## src/rtl/flattening_stream_layer.sv

```systemverilog
// Flattens NumOfImages interleaved feature maps into one image-major frame and
// streams it out in OutWidth-element beats; two frame banks let fill and drain overlap.
module flattening_stream_layer #(
  parameter int BitSize     = 4,
  parameter int ImageSize   = 4,
  parameter int NumOfImages = 4,
  parameter int NumOfInputs = 2,
  parameter int OutWidth    = 4
) (
  input  logic                          clk,
  input  logic                          res_n,
  input  logic [NumOfImages-1:0]        in_valid_i,
  input  logic [NumOfInputs*BitSize-1:0] in_data_i,
  output logic                          in_ready_o,
  output logic                          out_valid_o,
  input  logic                          out_ready_i,
  output logic [OutWidth*BitSize-1:0]   out_data_o,
  output logic                          out_last_o,
  output logic                          err_overflow_o
);

  localparam int TotalElems = NumOfImages * ImageSize;
  localparam int NumBeats   = (TotalElems + OutWidth - 1) / OutWidth;
  localparam int PadElems   = NumBeats * OutWidth;
  localparam int PcW        = $clog2(ImageSize + 1);
  localparam int BcW        = (NumBeats > 1) ? $clog2(NumBeats) : 1;
  localparam int RkW        = $clog2(NumOfImages + 1);

  logic [BitSize-1:0]          bank_q [2][TotalElems];
  logic [BitSize-1:0]          bank_d [2][TotalElems];
  logic [PcW-1:0]              pc_q [NumOfImages];
  logic [PcW-1:0]              pc_d [NumOfImages];
  logic [1:0]                  bank_full_q, bank_full_d;
  logic                        fill_sel_q, fill_sel_d;
  logic                        drain_sel_q, drain_sel_d;
  logic [BcW-1:0]              beat_cnt_q, beat_cnt_d;
  logic                        in_ready_q, in_ready_d;
  logic                        out_valid_q, out_valid_d;
  logic                        out_last_q, out_last_d;
  logic [OutWidth*BitSize-1:0] out_data_q, out_data_d;
  logic                        err_q, err_d;

  logic                        accept_s;
  logic                        frame_done_s;
  logic                        take_s;
  logic                        full_s;
  logic [RkW-1:0]              rank_s;
  logic [BitSize-1:0]          pix_s;
  logic                        hs_s;
  logic                        last_hs_s;
  logic                        sel_s;
  logic [BitSize-1:0]          rd_flat_s [PadElems];

  // Fill side: route the lowest-ranked valid images onto lanes and write pixels.
  always_comb begin
    bank_d       = bank_q;
    pc_d         = pc_q;
    err_d        = err_q;
    rank_s       = '0;
    pix_s        = '0;
    take_s       = 1'b0;
    full_s       = 1'b0;
    frame_done_s = 1'b1;
    accept_s     = in_ready_q & (|in_valid_i);
    for (int m = 0; m < NumOfImages; m++) begin
      // Lane index equals the number of set valid bits below image m.
      pix_s  = BitSize'(in_data_i >> (BitSize * int'(rank_s)));
      take_s = accept_s & in_valid_i[m] & (int'(rank_s) < NumOfInputs);
      full_s = (pc_q[m] == PcW'(ImageSize));
      rank_s = rank_s + RkW'(in_valid_i[m]);
      err_d  = err_d | (take_s & full_s);
      for (int p = 0; p < ImageSize; p++) begin
        bank_d[fill_sel_q][m*ImageSize+p] =
          (take_s && !full_s && (pc_q[m] == PcW'(p))) ? pix_s : bank_d[fill_sel_q][m*ImageSize+p];
      end
      pc_d[m] = pc_q[m] + PcW'(take_s & ~full_s);
    end
    for (int m = 0; m < NumOfImages; m++) begin
      frame_done_s = frame_done_s & (pc_d[m] == PcW'(ImageSize));
    end
    for (int m = 0; m < NumOfImages; m++) begin
      pc_d[m] = frame_done_s ? '0 : pc_d[m];
    end
  end

  // Drain side: bank bookkeeping, beat counting and next registered outputs.
  always_comb begin
    hs_s        = out_valid_q & out_ready_i;
    last_hs_s   = hs_s & (beat_cnt_q == BcW'(NumBeats - 1));
    beat_cnt_d  = last_hs_s ? '0 : (hs_s ? beat_cnt_q + BcW'(1) : beat_cnt_q);
    bank_full_d = bank_full_q;
    bank_full_d[drain_sel_q] = bank_full_q[drain_sel_q] & ~last_hs_s;
    bank_full_d[fill_sel_q]  = bank_full_d[fill_sel_q] | frame_done_s;
    fill_sel_d  = fill_sel_q ^ frame_done_s;
    drain_sel_d = drain_sel_q ^ last_hs_s;
    in_ready_d  = ~bank_full_d[fill_sel_d];
    out_valid_d = bank_full_d[drain_sel_d];
    out_last_d  = out_valid_d & (beat_cnt_d == BcW'(NumBeats - 1));
    for (int i = 0; i < PadElems; i++) begin
      rd_flat_s[i] = '0;
    end
    for (int i = 0; i < TotalElems; i++) begin
      rd_flat_s[i] = bank_d[drain_sel_d][i];
    end
    sel_s      = 1'b0;
    out_data_d = '0;
    for (int b = 0; b < NumBeats; b++) begin
      sel_s = out_valid_d & (beat_cnt_d == BcW'(b));
      for (int e = 0; e < OutWidth; e++) begin
        out_data_d[e*BitSize +: BitSize] =
          out_data_d[e*BitSize +: BitSize] | ({BitSize{sel_s}} & rd_flat_s[b*OutWidth+e]);
      end
    end
  end

  // State and output registers; reset discards both banks and any partial frame.
  always_ff @(posedge clk or negedge res_n) begin
    if (!res_n) begin
      for (int s = 0; s < 2; s++) begin
        for (int i = 0; i < TotalElems; i++) begin
          bank_q[s][i] <= '0;
        end
      end
      for (int m = 0; m < NumOfImages; m++) begin
        pc_q[m] <= '0;
      end
      bank_full_q <= 2'b00;
      fill_sel_q  <= 1'b0;
      drain_sel_q <= 1'b0;
      beat_cnt_q  <= '0;
      in_ready_q  <= 1'b1;
      out_valid_q <= 1'b0;
      out_last_q  <= 1'b0;
      out_data_q  <= '0;
      err_q       <= 1'b0;
    end else begin
      bank_q      <= bank_d;
      pc_q        <= pc_d;
      bank_full_q <= bank_full_d;
      fill_sel_q  <= fill_sel_d;
      drain_sel_q <= drain_sel_d;
      beat_cnt_q  <= beat_cnt_d;
      in_ready_q  <= in_ready_d;
      out_valid_q <= out_valid_d;
      out_last_q  <= out_last_d;
      out_data_q  <= out_data_d;
      err_q       <= err_d;
    end
  end

  assign in_ready_o     = in_ready_q;
  assign out_valid_o    = out_valid_q;
  assign out_data_o     = out_data_q;
  assign out_last_o     = out_last_q;
  assign err_overflow_o = err_q;

endmodule

```

## config.mk

```make
export PLATFORM = sky130hd
export DESIGN_NAME = flattening_stream_layer
export DESIGN_NICKNAME = d
export VERILOG_FILES = /design/src/rtl/flattening_stream_layer.sv
export SDC_FILE = /design/constraint.sdc
export NUM_CORES = 1
export LEC_CHECK = 0
export BUFFER_PORTS_ARGS = -buffer_cell sky130_fd_sc_hd__buf_2
export CAP_MARGIN = 25
export CORE_MARGIN = 8
export CORE_UTILIZATION = 31
export DETAILED_ROUTE_END_ITERATION = 6
export GPL_TIMING_DRIVEN = 1
export MAX_ROUTING_LAYER = met4
export PLACE_DENSITY = 0.54
export SLEW_MARGIN = 20
export SYNTH_ARGS = -nofsm -noshare
export SYNTH_HDL_FRONTEND = slang
export SYNTH_SLANG_ARGS = --single-unit
```

## constraint.sdc

```tcl
create_clock -name clk -period 3.2 [get_ports clk]
set_input_delay 0.32 -clock clk [delete_from_list [all_inputs] [get_ports clk]]
set_output_delay 0.32 -clock clk [all_outputs]
set_load 0.01 [all_outputs]
```

==> report_table.html, run 1 <==
<table>
<tr><th>Metric</th><th>Value</th></tr>
<tr><th colspan="2">Status</th></tr>
<tr><td>Result of the run</td><td>finished, final reports clean</td></tr>
<tr><th colspan="2">Yosys</th></tr>
<tr><td>Primary FF master, synth</td><td>dfrtp_1</td></tr>
<tr><td>Number of library cell types mapped by synthesis</td><td>84</td></tr>
<tr><td>Cell count after synthesis</td><td>909</td></tr>
<tr><td>Count of synthesis-stage warnings from yosys</td><td>0</td></tr>
<tr><td>Cell area after synthesis</td><td>0.009116 sq mm</td></tr>
<tr><td>Flip-flop and latch count after synthesis</td><td>166</td></tr>
<tr><td>Synth top area share</td><td>45.29%</td></tr>
<tr><td>Largest area contributor in the synthesized netlist</td><td>dfrtp_1</td></tr>
<tr><td>Number of enable flip-flop cells after synthesis</td><td>0</td></tr>
<tr><td>Biggest area contributors in the synthesized netlist</td><td>dfrtp_1 45%, mux2_2 11%, o21ai_0 3.5%</td></tr>
<tr><td>Mean instance size in the synthesized netlist</td><td>10.03 sq um</td></tr>
<tr><td>Sequential-to-total area share from yosys stat</td><td>45.58%</td></tr>
<tr><td>Net count after synthesis</td><td>around 940</td></tr>
<tr><td>Proportion of register bits with asynchronous set or reset after synthesis</td><td>between 90% and 100%</td></tr>
<tr><th colspan="2">Timing</th></tr>
<tr><td>Ratio of final minimum period to clock period</td><td>a little over nine tenths</td></tr>
<tr><td>Number of endpoints failing setup at the final stage</td><td>0</td></tr>
<tr><td>Worst-margin pin slew</td><td>0.9133 ns</td></tr>
<tr><td>Slew headroom</td><td>38.64%</td></tr>
<tr><td>Hold slack final</td><td>0.3163 ns</td></tr>
<tr><td>Final Hold Viols</td><td>0</td></tr>
<tr><td>Unrepaired setup endpoints after global routing</td><td>false</td></tr>
<tr><td>Final period demand of the worst path</td><td>3.026 ns</td></tr>
<tr><td>Final Max Slew Viols</td><td>0</td></tr>
<tr><td>Aggregate negative setup slack</td><td>0 ns</td></tr>
<tr><td>Final worst clock skew</td><td>0.007424 ns</td></tr>
<tr><td>Slack of the critical path</td><td>0.1745 ns</td></tr>
<tr><td>Maximum operating frequency</td><td>330.5 MHz</td></tr>
<tr><th colspan="2">Power and ir drop</th></tr>
<tr><td>Internal Pwr Total</td><td>5.115 mW</td></tr>
<tr><td>Overall power consumption</td><td>about 7.6 mW</td></tr>
<tr><td>Portion of total power attributed to combinational logic</td><td>31.4%</td></tr>
<tr><td>Power density over cell area</td><td>708.7 mW/mm^2</td></tr>
<tr><td>Sw frac</td><td>32.74%</td></tr>
<tr><td>Switching power summed over all nets</td><td>2.490 mW</td></tr>
<tr><td>Peak VDD IR</td><td>370.7 uV</td></tr>
<tr><td>Clock network fraction of design power</td><td>approximately 30%</td></tr>
<tr><td>Part of the total power dissipated in sequential elements</td><td>38.9%</td></tr>
<tr><td>Static leakage</td><td>4.699 nW</td></tr>
<tr><th colspan="2">Setup path</th></tr>
<tr><td>Maximum fanout along the worst path</td><td>12</td></tr>
<tr><td>Count of cells along the worst register-to-register path</td><td>11</td></tr>
<tr><td>Reg-to-reg critical path startpoint</td><td>in_ready_o$_DFF_PN1_</td></tr>
<tr><td>Reg2Reg Capture Point</td><td>out_data_o[11]$_DFF_PN0_</td></tr>
<tr><td>Worst path arrival time</td><td>3.39 ns</td></tr>
<tr><td>Slowest stage delay, CP</td><td>0.60 ns</td></tr>
<tr><td>CP max stage cell</td><td>dfstp_2</td></tr>
<tr><td>Type of origin of the critical path</td><td>flip-flop</td></tr>
<tr><td>Total buffers and inverters traversed by the critical path</td><td>1</td></tr>
<tr><td>Critical setup path kind</td><td>flip-flop to flip-flop</td></tr>
<tr><td>Register-to-register setup slack</td><td>0.17 ns</td></tr>
<tr><td>CP Data Required Time</td><td>3.56 ns</td></tr>
<tr><td>Type of element capturing the critical path</td><td>flip-flop</td></tr>
<tr><td>Critical path's top delay family</td><td>simple AND/OR/NAND/NOR gates</td></tr>
<tr><td>Sequence of cells on the critical path</td><td>nand3_1 -&gt; a21oi_1 -&gt; ha_1 -&gt; ha_1 -&gt; or4_1 -&gt; nor2_2 -&gt; nand3_1 -&gt; a211oi_2 -&gt; buf_4 -&gt; o2111ai_1 -&gt; nand4_1</td></tr>
<tr><th colspan="2">CTS</th></tr>
<tr><td>Skew-Pair Late Insertion Delay</td><td>0.43 ns</td></tr>
<tr><td>TritonCTS Buffers</td><td>17</td></tr>
<tr><td>CTS root buf</td><td>clkbuf_16</td></tr>
<tr><td>Clock H-tree levels</td><td>4</td></tr>
<tr><td>Clock Tree Buf Depth</td><td>2</td></tr>
<tr><td>TritonCTS clock tree</td><td>done</td></tr>
<tr><td>Clock-pin transition on the worst setup and hold timing paths</td><td>0.07 ns</td></tr>
<tr><td>Number of sinks on the clock net</td><td>between 150 and 200</td></tr>
<tr><th colspan="2">Global routing</th></tr>
<tr><td>Global-route congestion overflow total</td><td>0</td></tr>
<tr><td>Largest net degree at the start of global routing</td><td>a little over 90</td></tr>
<tr><td>Number of antenna violations at the first check in global routing</td><td>0</td></tr>
<tr><td>Total GRT Usage</td><td>between 15 and 20%</td></tr>
<tr><td>Vias in the first global route</td><td>about 7.2k</td></tr>
<tr><td>First-pass GRT wire length</td><td>43.75 mm</td></tr>
<tr><th colspan="2">Worst hold path</th></tr>
<tr><td>Class of the tightest hold or removal check</td><td>input port to flip-flop</td></tr>
<tr><td>Number of cells on the worst hold path</td><td>3</td></tr>
<tr><td>Startpoint of the worst hold path</td><td>out_ready_i</td></tr>
<tr><td>Terminating pin of the worst hold path</td><td>in_ready_o$_DFF_PN1_</td></tr>
<tr><th colspan="2">Floorplan</th></tr>
<tr><td>CORE AREA</td><td>~0.029 sq mm</td></tr>
<tr><td>I/O pin count</td><td>35</td></tr>
<tr><td>DIE AREA</td><td>between 0.03 and 0.04 sq mm</td></tr>
<tr><td>Count of standard-cell rows</td><td>62</td></tr>
<tr><td>Starting density of the core</td><td>31.59%</td></tr>
<tr><td>Horizontal extent of the die</td><td>between 150 and 200 um</td></tr>
<tr><td>Vertical extent of the die</td><td>187.5 um</td></tr>
<tr><th colspan="2">Layout</th></tr>
<tr><td>Final Non-Filler Cells</td><td>1363</td></tr>
<tr><td>Layout Area Growth over Synthesis</td><td>17.72%</td></tr>
<tr><td>Antenna fix cells</td><td>0</td></tr>
<tr><td>Net total in the final layout</td><td>995</td></tr>
<tr><td>Ratio of cells with drive above 1 in the final layout</td><td>27.27%</td></tr>
<tr><th colspan="2">Placed design</th></tr>
<tr><td>Number of instances in the placed design</td><td>between 1k and 1.5k</td></tr>
<tr><td>Detailed placement HPWL</td><td>approximately 20 mm</td></tr>
<tr><td>Quantity of I/O buffers inserted on ports</td><td>34</td></tr>
<tr><td>Placement Setup Slack</td><td>-0.2290 ns</td></tr>
<tr><td>Weighted congestion reported at the end of routability-driven placement</td><td>0.8700</td></tr>
<tr><th colspan="2">Drt</th></tr>
<tr><td>Via-to-Cell Ratio</td><td>5.408</td></tr>
<tr><td>Final routed wirelength across all metal layers</td><td>around 27 mm</td></tr>
<tr><td>First-pass DRT Iterations</td><td>5</td></tr>
<tr><td>First-iteration detailed-routing DRC count</td><td>706</td></tr>
<tr><td>Vias post-DR</td><td>7371</td></tr>
<tr><td>Post-route DRC violation count</td><td>0</td></tr>
<tr><td>Routed wire length per instance</td><td>20.16 um</td></tr>
<tr><td>Antenna Nets Post-Route</td><td>0</td></tr>
<tr><th colspan="2">Job</th></tr>
<tr><td>Max-Cap Viols</td><td>0</td></tr>
</table>
-- cell type report --
| class | count | area [sq um] |
|---|---|---|
| Clock inverter | 13 | 192.7 |
| Clock buffer | 19 | 452.9 |
| Sequential cell | 166 | 4156 |
| Timing Repair Buffer | 110 | 774.5 |
| Inverter | 11 | 41.29 |
| Tap cell | 384 | 480.5 |
| Fill cell | 2886 | 18130 |
| Multi-Input combinational cell | 660 | 4633 |
-- per-layer routing --
metal | part of all wire (%) | track usage, %
met2 | 46 | 24.67
met5 | 0 | -
met3 | 4.4 | 3.076
met4 | 1.6 | 4.515
met1 | 48 | 21.79
-- what timing repair did --
| item | 4_1_cts | 5_1_grt |
|---|---|---|
| setup endpoints to repair | 0 | 12 |
| buffers inserted | 0 | 0 |
| hold buffers | 1 | 0 |
| hold endpoints to repair | 50 | 0 |
| gates resized for setup | 0 | 3 |
-- cells by family after synthesis --
logic type,synth area share (%)
xor gates and xnor gates,1.167
AOI/OAI and AO/OA,15.63
DFF,45.58
adders and majority gates,2.004
buffers and inverters,3.939
muxes,14.16
and+or+nand+nor,17.51
-- worst reg2reg max path: cells and delay by family, from the launching register on --
family | cells | cell delay, ns
adders and majority gates | 2 | 0.39
buffers and inverters | 1 | 0.23
and+or+nand+nor | 5 | 1.15
AOI/OAI and AO/OA | 3 | 0.59
DFF | 1 | 0.60
-- registers in the layout, summed over array words and instances (netlist names), 2 cells and up --
register,cells
bank_full_q,2
bank_q,128
beat_cnt_q,2
out_data_o,16
pc_q,12
-- power by group through the flow --
| stage | clock, mW | combinational, mW | sequential, mW |
|---|---|---|---|
| 2_1_floorplan | 0 | 1.62 | 2.94 |
| 3_3_place_gp | 0 | 2.34 | 2.98 |
| 3_5_place_dp | 0 | 2.36 | 3.00 |
| 4_1_cts | 2.31 | 2.37 | 2.96 |
| 5_1_grt | 2.39 | 2.62 | 3.03 |
| 6_report | 2.26 | 2.39 | 2.96 |
-- cell usage in the layout (no fill, tap or decap), types with 5 or more instances in the layout --
master       n
dfrtp_1    164
mux2_2      90
nor2_1      83
nand2_1     78
buf_4       73
o21ai_0     64
a21oi_1     41
nor3_1      34
buf_2       33
nand3_1     32
a211oi_1    23
mux2i_1     18
o211ai_1    17
clkbuf_16   17
ha_1        13
inv_1       10
a31oi_1      9
nand4_1      9
xnor2_1      8
a21o_1       8
nor4_1       7
or4_1        6
a22oi_1      6
mux2_4       5
and2_1       5
nand3b_1     5
o31ai_1      5
o2111ai_1    5
-- synth_stat cells, types with 4 or more instances --
cell	number
dfrtp_1	165
a21o_1	8
a31oi_1	9
o21ai_0	64
o31ai_1	5
ha_1	13
nand4_1	9
xnor2_1	9
a22oi_1	6
nor2_1	84
nor3_1	34
o32ai_1	4
clkbuf_1	45
and2_1	5
a21oi_1	42
nor4_1	7
nand3_1	32
buf_2	16
nand3b_1	5
inv_1	10
mux2_2	90
o2111ai_1	5
or4_1	6
o211ai_1	17
mux2_4	5
buf_1	4
mux2i_1	18
buf_4	5
a211oi_1	25
nand2_1	78
-- worst max path at each step --
stage / start / endpoint / slack (ns) / depth (start not counted)
2_1_floorplan: in_valid_i[0] / in_ready_o$_DFF_PN1_ / 0.02 / 15
4_1_cts: in_ready_o$_DFF_PN1_ / out_data_o[2]$_DFF_PN0_ / 0.14 / 12
6_report: in_ready_o$_DFF_PN1_ / out_data_o[11]$_DFF_PN0_ / 0.17 / 11
3_5_place_dp: in_valid_i[0] / out_data_o[0]$_DFF_PN0_ / -0.23 / 15
3_3_place_gp: in_valid_i[1] / out_data_o[2]$_DFF_PN0_ / -0.16 / 16
5_1_grt: in_ready_o$_DFF_PN1_ / out_data_o[2]$_DFF_PN0_ / 0.02 / 12
-- per-stage QoR --
step / area, sq um / utilization, %
after detailed placement: 10060 / 34.87
after CTS: 10720 / 37.14
after global placement: 10060 / 34.87
final: 10730 / 37.19
after global routing: 10730 / 37.19
after floorplan: 9140 / -
(Power assumes the default switching activity.)
==> run 2, diff against run 1 <==
Settings changed: PLACE_DENSITY 0.54 to 0.46.
==> run 2 against run 1 <==
Against the previous run:
- first-iteration DRC count fell by 19%
- core utilization about the same
- final cell count is 0.59% higher
- clock skew up 0.016 ns
- clock power is 9.3% lower
- non-clock buffer count increased by 8
- maximum frequency up 0.40%
- largest power group unchanged
- highest routed layer unchanged
==> report_table.html, run 2 (synthesis gave the netlist of run 1 again) <==
<table>
<tr><th>Metric</th><th>Value</th></tr>
<tr><th colspan="2">Layout</th></tr>
<tr><td>Layout Area Growth over Synthesis</td><td>17.86%</td></tr>
<tr><td>Most flops, register</td><td>bank_q</td></tr>
<tr><td>Ratio of cells with drive above 1 in the final layout</td><td>28.06% (+0.79 points)</td></tr>
<tr><td>Flip-flop count of the largest register after layout</td><td>128 (unchanged)</td></tr>
<tr><td>Leading cell type in the layout, fill and taps excluded</td><td>dfrtp_1</td></tr>
<tr><td>Commonest cells after routing, fill and taps aside</td><td>164 x dfrtp_1, 90 x mux2_2, 83 x nor2_1, 80 x buf_4, 78 x nand2_1</td></tr>
<tr><td>Antenna fix cells</td><td>0 (unchanged)</td></tr>
<tr><td>Combined area of the multi-input logic cells</td><td>0.004649 sq mm (+0.35%)</td></tr>
<tr><td>Number of filler cells placed in the layout</td><td>2944 (+2.0%)</td></tr>
<tr><td>Register cell area after layout</td><td>0.004156 sq mm (unchanged)</td></tr>
<tr><td>Net total in the final layout</td><td>1003 (+0.80%)</td></tr>
<tr><td>Post-layout util</td><td>37.23% (+0.043 points)</td></tr>
<tr><th colspan="2">Worst hold path</th></tr>
<tr><td>Startpoint of the worst hold path</td><td>out_ready_i</td></tr>
<tr><td>Number of cells on the worst hold path</td><td>3 (unchanged)</td></tr>
<tr><td>Terminating pin of the worst hold path</td><td>in_ready_o$_DFF_PN1_</td></tr>
<tr><td>Class of the tightest hold or removal check</td><td>input port to flip-flop</td></tr>
<tr><th colspan="2">Floorplan</th></tr>
<tr><td>CORE AREA</td><td>0.02886 sq mm (unchanged)</td></tr>
<tr><td>I/O pin count</td><td>35 (unchanged)</td></tr>
<tr><td>DIE AREA</td><td>0.03515 sq mm (unchanged)</td></tr>
<tr><td>Horizontal extent of the die</td><td>187.5 um (unchanged)</td></tr>
<tr><td>Starting density of the core</td><td>31.59% (unchanged)</td></tr>
<tr><td>Count of standard-cell rows</td><td>62 (unchanged)</td></tr>
<tr><td>Vertical extent of the die</td><td>187.5 um (unchanged)</td></tr>
<tr><th colspan="2">Drt</th></tr>
<tr><td>Routed wire length per instance</td><td>21.13 um (+4.8%)</td></tr>
<tr><td>First-pass DRT Iterations</td><td>5 (unchanged)</td></tr>
<tr><td>First-iteration detailed-routing DRC count</td><td>575 (-19%)</td></tr>
<tr><td>Detailed route wirelength on metal3</td><td>1.336 mm (+9.7%)</td></tr>
<tr><td>Antenna Nets Post-Route</td><td>0 (unchanged)</td></tr>
<tr><td>Vias post-DR</td><td>7475 (+1.4%)</td></tr>
<tr><td>Top routing layer in use</td><td>met4</td></tr>
<tr><td>Wl on met1</td><td>13.98 mm (+5.7%)</td></tr>
<tr><td>Final routed wirelength across all metal layers</td><td>28.97 mm (+5.5%)</td></tr>
<tr><td>WL met2</td><td>13.24 mm (+5.1%)</td></tr>
<tr><td>Post-route DRC violation count</td><td>0 (unchanged)</td></tr>
<tr><td>Via-to-Cell Ratio</td><td>5.452 (+0.82%)</td></tr>
<tr><th colspan="2">Setup path</th></tr>
<tr><td>CP max stage cell</td><td>dfstp_2</td></tr>
<tr><td>Slowest stage delay, CP</td><td>0.60 ns (about the same)</td></tr>
<tr><td>Worst path arrival time</td><td>3.39 ns (about the same)</td></tr>
<tr><td>Register-to-register setup slack</td><td>0.19 ns (about the same)</td></tr>
<tr><td>Maximum fanout along the worst path</td><td>6 (-6)</td></tr>
<tr><td>Sequence of cells on the critical path</td><td>buf_4 -&gt; nand2_1 -&gt; a21oi_1 -&gt; ha_1 -&gt; ha_1 -&gt; or4_1 -&gt; nor2_4 -&gt; and3_1 -&gt; o21ai_2 -&gt; buf_4 -&gt; a21oi_2 -&gt; nand4bb_1</td></tr>
<tr><td>Reg2Reg Capture Point</td><td>out_data_o[10]$_DFF_PN0_</td></tr>
<tr><td>Reg-to-reg critical path startpoint</td><td>in_ready_o$_DFF_PN1_</td></tr>
<tr><td>Type of element capturing the critical path</td><td>flip-flop</td></tr>
<tr><td>Critical setup path kind</td><td>flip-flop to flip-flop</td></tr>
<tr><td>Total buffers and inverters traversed by the critical path</td><td>2 (+1)</td></tr>
<tr><td>Count of cells along the worst register-to-register path</td><td>12 (+1)</td></tr>
<tr><td>CP Data Required Time</td><td>3.57 ns (about the same)</td></tr>
<tr><td>Type of origin of the critical path</td><td>flip-flop</td></tr>
<tr><td>Critical path's top delay family</td><td>simple AND/OR/NAND/NOR gates</td></tr>
<tr><th colspan="2">CTS</th></tr>
<tr><td>TritonCTS clock tree</td><td>done</td></tr>
<tr><td>Clock Tree Buf Depth</td><td>2 (unchanged)</td></tr>
<tr><td>Number of sinks on the clock net</td><td>166 (unchanged)</td></tr>
<tr><td>CTS root buf</td><td>clkbuf_16</td></tr>
<tr><td>Clock-pin transition on the worst setup and hold timing paths</td><td>0.08 ns (about the same)</td></tr>
<tr><td>TritonCTS Buffers</td><td>17 (unchanged)</td></tr>
<tr><td>Skew-Pair Late Insertion Delay</td><td>0.44 ns (about the same)</td></tr>
<tr><td>Clock H-tree levels</td><td>4 (unchanged)</td></tr>
<tr><th colspan="2">Placed design</th></tr>
<tr><td>Quantity of I/O buffers inserted on ports</td><td>34 (unchanged)</td></tr>
<tr><td>Detailed placement HPWL</td><td>21.01 mm (+4.8%)</td></tr>
<tr><td>Weighted congestion reported at the end of routability-driven placement</td><td>0.8559 (-1.6%)</td></tr>
<tr><th colspan="2">Power and ir drop</th></tr>
<tr><td>Static leakage</td><td>4.699 nW (about the same)</td></tr>
<tr><td>Power density over cell area</td><td>696.0 mW/mm^2 (-1.8%)</td></tr>
<tr><td>Peak VDD IR</td><td>289.6 uV (-22%)</td></tr>
<tr><td>Overall power consumption</td><td>7.478 mW (-1.7%)</td></tr>
<tr><th colspan="2">Timing</th></tr>
<tr><td>Number of endpoints failing setup at the final stage</td><td>0 (unchanged)</td></tr>
<tr><td>Worst-margin pin slew</td><td>0.7715 ns (-0.1418 ns)</td></tr>
<tr><td>Hold slack final</td><td>0.2736 ns (-0.04266 ns)</td></tr>
<tr><td>Final period demand of the worst path</td><td>3.014 ns (-0.01193 ns)</td></tr>
<tr><td>Ratio of final minimum period to clock period</td><td>94.18% (-0.37 points)</td></tr>
<tr><td>Unrepaired setup endpoints after global routing</td><td>false</td></tr>
<tr><td>Maximum operating frequency</td><td>331.8 MHz (+0.40%)</td></tr>
<tr><td>Final worst clock skew</td><td>0.02381 ns (+0.01638 ns)</td></tr>
<tr><td>Slew headroom</td><td>48.57% (+9.9 points)</td></tr>
<tr><td>Final Max Slew Viols</td><td>0 (unchanged)</td></tr>
<tr><td>Final Hold Viols</td><td>0 (unchanged)</td></tr>
<tr><th colspan="2">Job</th></tr>
<tr><td>Max-Cap Viols</td><td>0 (unchanged)</td></tr>
<tr><th colspan="2">Global routing</th></tr>
<tr><td>First-pass GRT wire length</td><td>45.68 mm (+4.4%)</td></tr>
<tr><td>Largest net degree at the start of global routing</td><td>77 (-15%)</td></tr>
<tr><td>Vias in the first global route</td><td>7390 (+2.2%)</td></tr>
<tr><td>Global-route congestion overflow total</td><td>0 (unchanged)</td></tr>
<tr><td>Total GRT Usage</td><td>17.20% (+0.99 points)</td></tr>
<tr><td>Number of antenna violations at the first check in global routing</td><td>0 (unchanged)</td></tr>
<tr><th colspan="2">Status</th></tr>
<tr><td>Result of the run</td><td>finished, final reports clean</td></tr>
</table>
-- run 2: cell types whose count changed in the layout (fill, tap and decap cells not counted), moves of 2 or more --
| cell | previous run | this run |
|---|---|---|
| clkbuf_8 | 2 | 0 |
| buf_4 | 73 | 80 |
| bufinv_16 | 4 | 0 |
| inv_8 | 0 | 4 |
| clkinv_8 | 0 | 2 |
-- run 2: worst max path at each step --
stage               cells after the start  slack, ns                       end                 start
CTS                                    11       0.05  out_data_o[10]$_DFF_PN0_  in_ready_o$_DFF_PN1_
detailed placement                     15      -0.30  out_data_o[10]$_DFF_PN0_         in_valid_i[0]
finish                                 12       0.19  out_data_o[10]$_DFF_PN0_  in_ready_o$_DFF_PN1_
global route                           11     0.0006  out_data_o[10]$_DFF_PN0_  in_ready_o$_DFF_PN1_
floorplan                              15       0.02      in_ready_o$_DFF_PN1_         in_valid_i[0]
global placement                       15      -0.23  out_data_o[10]$_DFF_PN0_         in_valid_i[0]
-- run 2: cell type report --
| type | instances | area share, % |
|---|---|---|
| Clock buffer | 17 | 3.959 |
| Clock inverter | 15 | 1.421 |
| Inverter | 11 | 0.3843 |
| Multi-Input combinational cell | 660 | 43.27 |
| Sequential cell | 166 | 38.69 |
| Tap cell | 384 | 4.472 |
| Timing Repair Buffer | 118 | 7.802 |
-- run 2: where the power goes --
group	total (mW)	internal [mW]	switching, mW
registers	2.93	2.66	0.272
logic	2.51	1.14	1.37
clock network	2.05	1.04	1.00
-- run 2: worst register-to-register path, cell delays in order, from the launching register on --
cell,delay (ns)
dfstp_2,0.60
buf_4,0.14
nand2_1,0.04
a21oi_1,0.12
ha_1,0.17
ha_1,0.23
or4_1,0.59
nor2_4,0.18
and3_1,0.27
o21ai_2,0.12
buf_4,0.17
a21oi_2,0.17
nand4bb_1,0.16
-- run 2: stage by stage --
step / cells / setup slack [ns] / instance area (sq um) / setup TNS, ns
floorplan: 909 / 0.01717 / 9140 / 0
global placement: 1337 / -0.2257 / 10120 / -1.944
detailed placement: 1337 / -0.2952 / 10120 / -2.857
CTS: 1370 / 0.05437 / 10700 / 0
global route: 1371 / 0.0006080 / 10740 / 0
finish: 1371 / 0.1864 / 10740 / 0
-- run 2: metal layers --
layer / up-vias / track usage, %
met5: - / -
met4: 0 / 4.364
met3: 28 / 2.946
met2: 224 / 25.68
met1: 3742 / 23.88
li1: 3481 / -
-- run 2: timing repair --
item	CTS	global route
endpoints found under the setup margin	0	12
resized for setup	0	8
setup buffers	0	1
endpoints found under the hold margin	73	0
hold buffers	1	0
==> run 3, diff against run 2 <==
--- a/config.mk
+++ b/config.mk
@@ -10,3 +10,3 @@
 export CORE_MARGIN = 8
-export CORE_UTILIZATION = 31
+export CORE_UTILIZATION = 61
 export DETAILED_ROUTE_END_ITERATION = 6
@@ -14,3 +14,3 @@
 export MAX_ROUTING_LAYER = met4
-export PLACE_DENSITY = 0.46
+export PLACE_DENSITY = 0.79
 export SLEW_MARGIN = 20
--- a/constraint.sdc
+++ b/constraint.sdc
@@ -3,2 +3,2 @@
 set_output_delay 0.32 -clock clk [all_outputs]
-set_load 0.01 [all_outputs]
+set_load 0.005 [all_outputs]
==> run 3 against run 2 <==
Against the previous run:
- combinational power is 6% lower
- first-iteration DRC count up 36%
- maximum frequency fell by 1.8%
- core utilization up 34 points
==> report_table.html, run 3 (synthesis gave the netlist of run 1 again) <==
<table>
<tr><th>Metric</th><th>Value</th></tr>
<tr><th colspan="2">Setup path</th></tr>
<tr><td>CP max stage cell</td><td>or4_1</td></tr>
<tr><td>Reg-to-reg critical path startpoint</td><td>pc_q[6]$_DFF_PN0_</td></tr>
<tr><td>Maximum fanout along the worst path</td><td>8 (+2)</td></tr>
<tr><td>CP Data Required Time</td><td>3.57 ns (about the same)</td></tr>
<tr><td>Top cell by count, worst path</td><td>ha_1</td></tr>
<tr><td>Worst path arrival time</td><td>3.44 ns (+0.05 ns)</td></tr>
<tr><td>Reg2Reg Capture Point</td><td>out_data_o[12]$_DFF_PN0_</td></tr>
<tr><td>Type of element capturing the critical path</td><td>flip-flop</td></tr>
<tr><td>Type of origin of the critical path</td><td>flip-flop</td></tr>
<tr><td>Count of cells along the worst register-to-register path</td><td>11 (-1)</td></tr>
<tr><td>Sequence of cells on the critical path</td><td>nor3b_1 -&gt; nor3_1 -&gt; ha_1 -&gt; ha_1 -&gt; or4_1 -&gt; nor2_2 -&gt; and3_1 -&gt; o21ai_2 -&gt; inv_1 -&gt; o211ai_1 -&gt; nand4_1</td></tr>
<tr><td>Slowest stage delay, CP</td><td>0.54 ns (-0.06 ns)</td></tr>
<tr><td>Critical setup path kind</td><td>flip-flop to flip-flop</td></tr>
<tr><td>Register-to-register setup slack</td><td>0.13 ns (-0.06 ns)</td></tr>
<tr><td>Total buffers and inverters traversed by the critical path</td><td>1 (-1)</td></tr>
<tr><td>Critical path's top delay family</td><td>simple AND/OR/NAND/NOR gates</td></tr>
<tr><th colspan="2">CTS</th></tr>
<tr><td>Clock Tree Buf Depth</td><td>2 (unchanged)</td></tr>
<tr><td>CTS root buf</td><td>clkbuf_16</td></tr>
<tr><td>Number of sinks on the clock net</td><td>166 (unchanged)</td></tr>
<tr><td>Clock-pin transition on the worst setup and hold timing paths</td><td>0.07 ns (about the same)</td></tr>
<tr><td>Skew-Pair Late Insertion Delay</td><td>0.44 ns (about the same)</td></tr>
<tr><td>TritonCTS Buffers</td><td>17 (unchanged)</td></tr>
<tr><td>Clock H-tree levels</td><td>4 (unchanged)</td></tr>
<tr><td>TritonCTS clock tree</td><td>done</td></tr>
<tr><th colspan="2">Global routing</th></tr>
<tr><td>Vias in the first global route</td><td>7275 (-1.6%)</td></tr>
<tr><td>Total GRT Usage</td><td>27.28% (+10 points)</td></tr>
<tr><td>Number of antenna violations at the first check in global routing</td><td>0 (unchanged)</td></tr>
<tr><td>Global-route congestion overflow total</td><td>0 (unchanged)</td></tr>
<tr><td>First-pass GRT wire length</td><td>40.45 mm (-11%)</td></tr>
<tr><td>Largest net degree at the start of global routing</td><td>98 (+27%)</td></tr>
<tr><th colspan="2">Drt</th></tr>
<tr><td>Post-route DRC violation count</td><td>0 (unchanged)</td></tr>
<tr><td>Antenna Nets Post-Route</td><td>0 (unchanged)</td></tr>
<tr><td>First-pass DRT Iterations</td><td>5 (unchanged)</td></tr>
<tr><td>Vias post-DR</td><td>7570 (+1.3%)</td></tr>
<tr><td>Via-to-Cell Ratio</td><td>6.560 (+20%)</td></tr>
<tr><td>First-iteration detailed-routing DRC count</td><td>783 (+36%)</td></tr>
<tr><td>Final routed wirelength across all metal layers</td><td>25.80 mm (-11%)</td></tr>
<tr><td>Routed wire length per instance</td><td>22.35 um (+5.8%)</td></tr>
<tr><th colspan="2">Layout</th></tr>
<tr><td>Flip-flop count of the largest register after layout</td><td>128 (unchanged)</td></tr>
<tr><td>Commonest cells after routing, fill and taps aside</td><td>164 x dfrtp_1, 90 x mux2_2, 83 x nor2_1, 78 x nand2_1, 64 x o21ai_0</td></tr>
<tr><td>Most flops, register</td><td>bank_q</td></tr>
<tr><td>Layout Area Growth over Synthesis</td><td>13.77%</td></tr>
<tr><td>Ratio of cells with drive above 1 in the final layout</td><td>26.39% (-1.7 points)</td></tr>
<tr><td>Final Non-Filler Cells</td><td>1154 (-16%)</td></tr>
<tr><td>Net total in the final layout</td><td>986 (-1.7%)</td></tr>
<tr><td>Antenna fix cells</td><td>0 (unchanged)</td></tr>
<tr><td>Leading cell type in the layout, fill and taps excluded</td><td>dfrtp_1</td></tr>
<tr><td>Number of filler cells placed in the layout</td><td>1083 (-63%)</td></tr>
<tr><th colspan="2">Timing</th></tr>
<tr><td>Final Max Slew Viols</td><td>0 (unchanged)</td></tr>
<tr><td>Final period demand of the worst path</td><td>3.070 ns (+0.05677 ns)</td></tr>
<tr><td>Final worst clock skew</td><td>0.006760 ns (-0.01705 ns)</td></tr>
<tr><td>Unrepaired setup endpoints after global routing</td><td>false</td></tr>
<tr><td>Aggregate negative setup slack</td><td>0 ns (unchanged)</td></tr>
<tr><td>Slew headroom</td><td>40.67% (-7.9 points)</td></tr>
<tr><td>Maximum operating frequency</td><td>325.7 MHz (-1.8%)</td></tr>
<tr><td>Number of endpoints failing setup at the final stage</td><td>0 (unchanged)</td></tr>
<tr><td>Worst-margin pin slew</td><td>0.8832 ns (+0.1117 ns)</td></tr>
<tr><td>Final Hold Viols</td><td>0 (unchanged)</td></tr>
<tr><td>Ratio of final minimum period to clock period</td><td>95.95% (+1.8 points)</td></tr>
<tr><th colspan="2">Job</th></tr>
<tr><td>Max-Cap Viols</td><td>0 (unchanged)</td></tr>
<tr><th colspan="2">Placed design</th></tr>
<tr><td>Weighted congestion reported at the end of routability-driven placement</td><td>0.9760 (+14%)</td></tr>
<tr><td>Quantity of I/O buffers inserted on ports</td><td>34 (unchanged)</td></tr>
<tr><td>Number of instances in the placed design</td><td>1120 (-16%)</td></tr>
<tr><td>Detailed placement HPWL</td><td>17.88 mm (-15%)</td></tr>
<tr><th colspan="2">Status</th></tr>
<tr><td>Result of the run</td><td>finished, final reports clean</td></tr>
<tr><th colspan="2">Floorplan</th></tr>
<tr><td>Vertical extent of the die</td><td>138.3 um (-26%)</td></tr>
<tr><td>I/O pin count</td><td>35 (unchanged)</td></tr>
<tr><td>Starting density of the core</td><td>62.49% (+31 points)</td></tr>
<tr><td>Count of standard-cell rows</td><td>44 (-29%)</td></tr>
<tr><td>CORE AREA</td><td>0.01459 sq mm (-49%)</td></tr>
<tr><td>Horizontal extent of the die</td><td>138.3 um (-26%)</td></tr>
<tr><td>DIE AREA</td><td>0.01911 sq mm (-46%)</td></tr>
<tr><th colspan="2">Power and ir drop</th></tr>
<tr><td>Overall power consumption</td><td>7.459 mW (-0.25%)</td></tr>
<tr><td>Power density over cell area</td><td>719.2 mW/mm^2 (+3.3%)</td></tr>
<tr><td>Peak VDD IR</td><td>425.2 uV (+47%)</td></tr>
<tr><td>Static leakage</td><td>4.639 nW (-1.3%)</td></tr>
<tr><th colspan="2">Worst hold path</th></tr>
<tr><td>Class of the tightest hold or removal check</td><td>input port to asynchronous set/reset pin</td></tr>
</table>
-- run 3: metrics by stage --
step                hold WS [ns]  setup slack, ns  instance area, sq um  util (%)
floorplan                0.02441          0.01717                  9140         -
global placement          0.1399          -0.1275                  9751     66.84
detailed placement        0.1404          -0.1605                  9751     66.84
CTS                       0.2370          0.09670                 10360     71.04
global route              0.2656          0.01206                 10370     71.09
finish                    0.2453           0.1296                 10370     71.09
-- run 3: layout make-up --
| cell class | count | area [sq um] | area share, % |
|---|---|---|---|
| Inverter | 11 | 41.29 | 0.3981 |
| Sequential cell | 166 | 4156 | 40.08 |
| Tap cell | 184 | 230.2 | 2.220 |
| Multi-Input combinational cell | 660 | 4623 | 44.58 |
| Timing Repair Buffer | 101 | 716.9 | 6.913 |
| Clock buffer | 18 | 439.2 | 4.235 |
| Clock inverter | 14 | 163.9 | 1.580 |
-- run 3: worst max path at each step --
stage,cells after the start,startpoint,slack (ns),to
2_1_floorplan,15,in_valid_i[0],0.02,in_ready_o$_DFF_PN1_
3_3_place_gp,15,in_valid_i[0],-0.13,out_data_o[0]$_DFF_PN0_
3_5_place_dp,15,in_valid_i[0],-0.16,out_data_o[0]$_DFF_PN0_
4_1_cts,11,in_ready_o$_DFF_PN1_,0.1,out_data_o[12]$_DFF_PN0_
5_1_grt,11,in_ready_o$_DFF_PN1_,0.01,out_data_o[12]$_DFF_PN0_
6_report,11,pc_q[6]$_DFF_PN0_,0.13,out_data_o[12]$_DFF_PN0_
-- run 3: layer usage --
layer | track usage [%] | vias up | wire (um)
met2 | 40.99 | 384 | 12020
li1 | - | 3427 | -
met3 | 6.849 | 58 | 2341
met4 | 9.554 | 0 | 614
met1 | 35.28 | 3701 | 10820
met5 | - | - | 0
-- run 3: report_power, final --
group          internal (mW)  switching (mW)  leakage, nW  total, mW
Clock                   1.19           0.918        0.297       2.11
Sequential              2.66           0.329         2.17       2.99
Combinational           1.05            1.31         2.17       2.36
Total                   4.90            2.56         4.64       7.46
-- run 3: repair_timing --
action | CTS | global route
endpoints found under the hold margin | 10 | 0
resized for setup | 0 | 1
hold buffers | 1 | 0
endpoints found under the setup margin | 0 | 12
setup buffers | 0 | 1
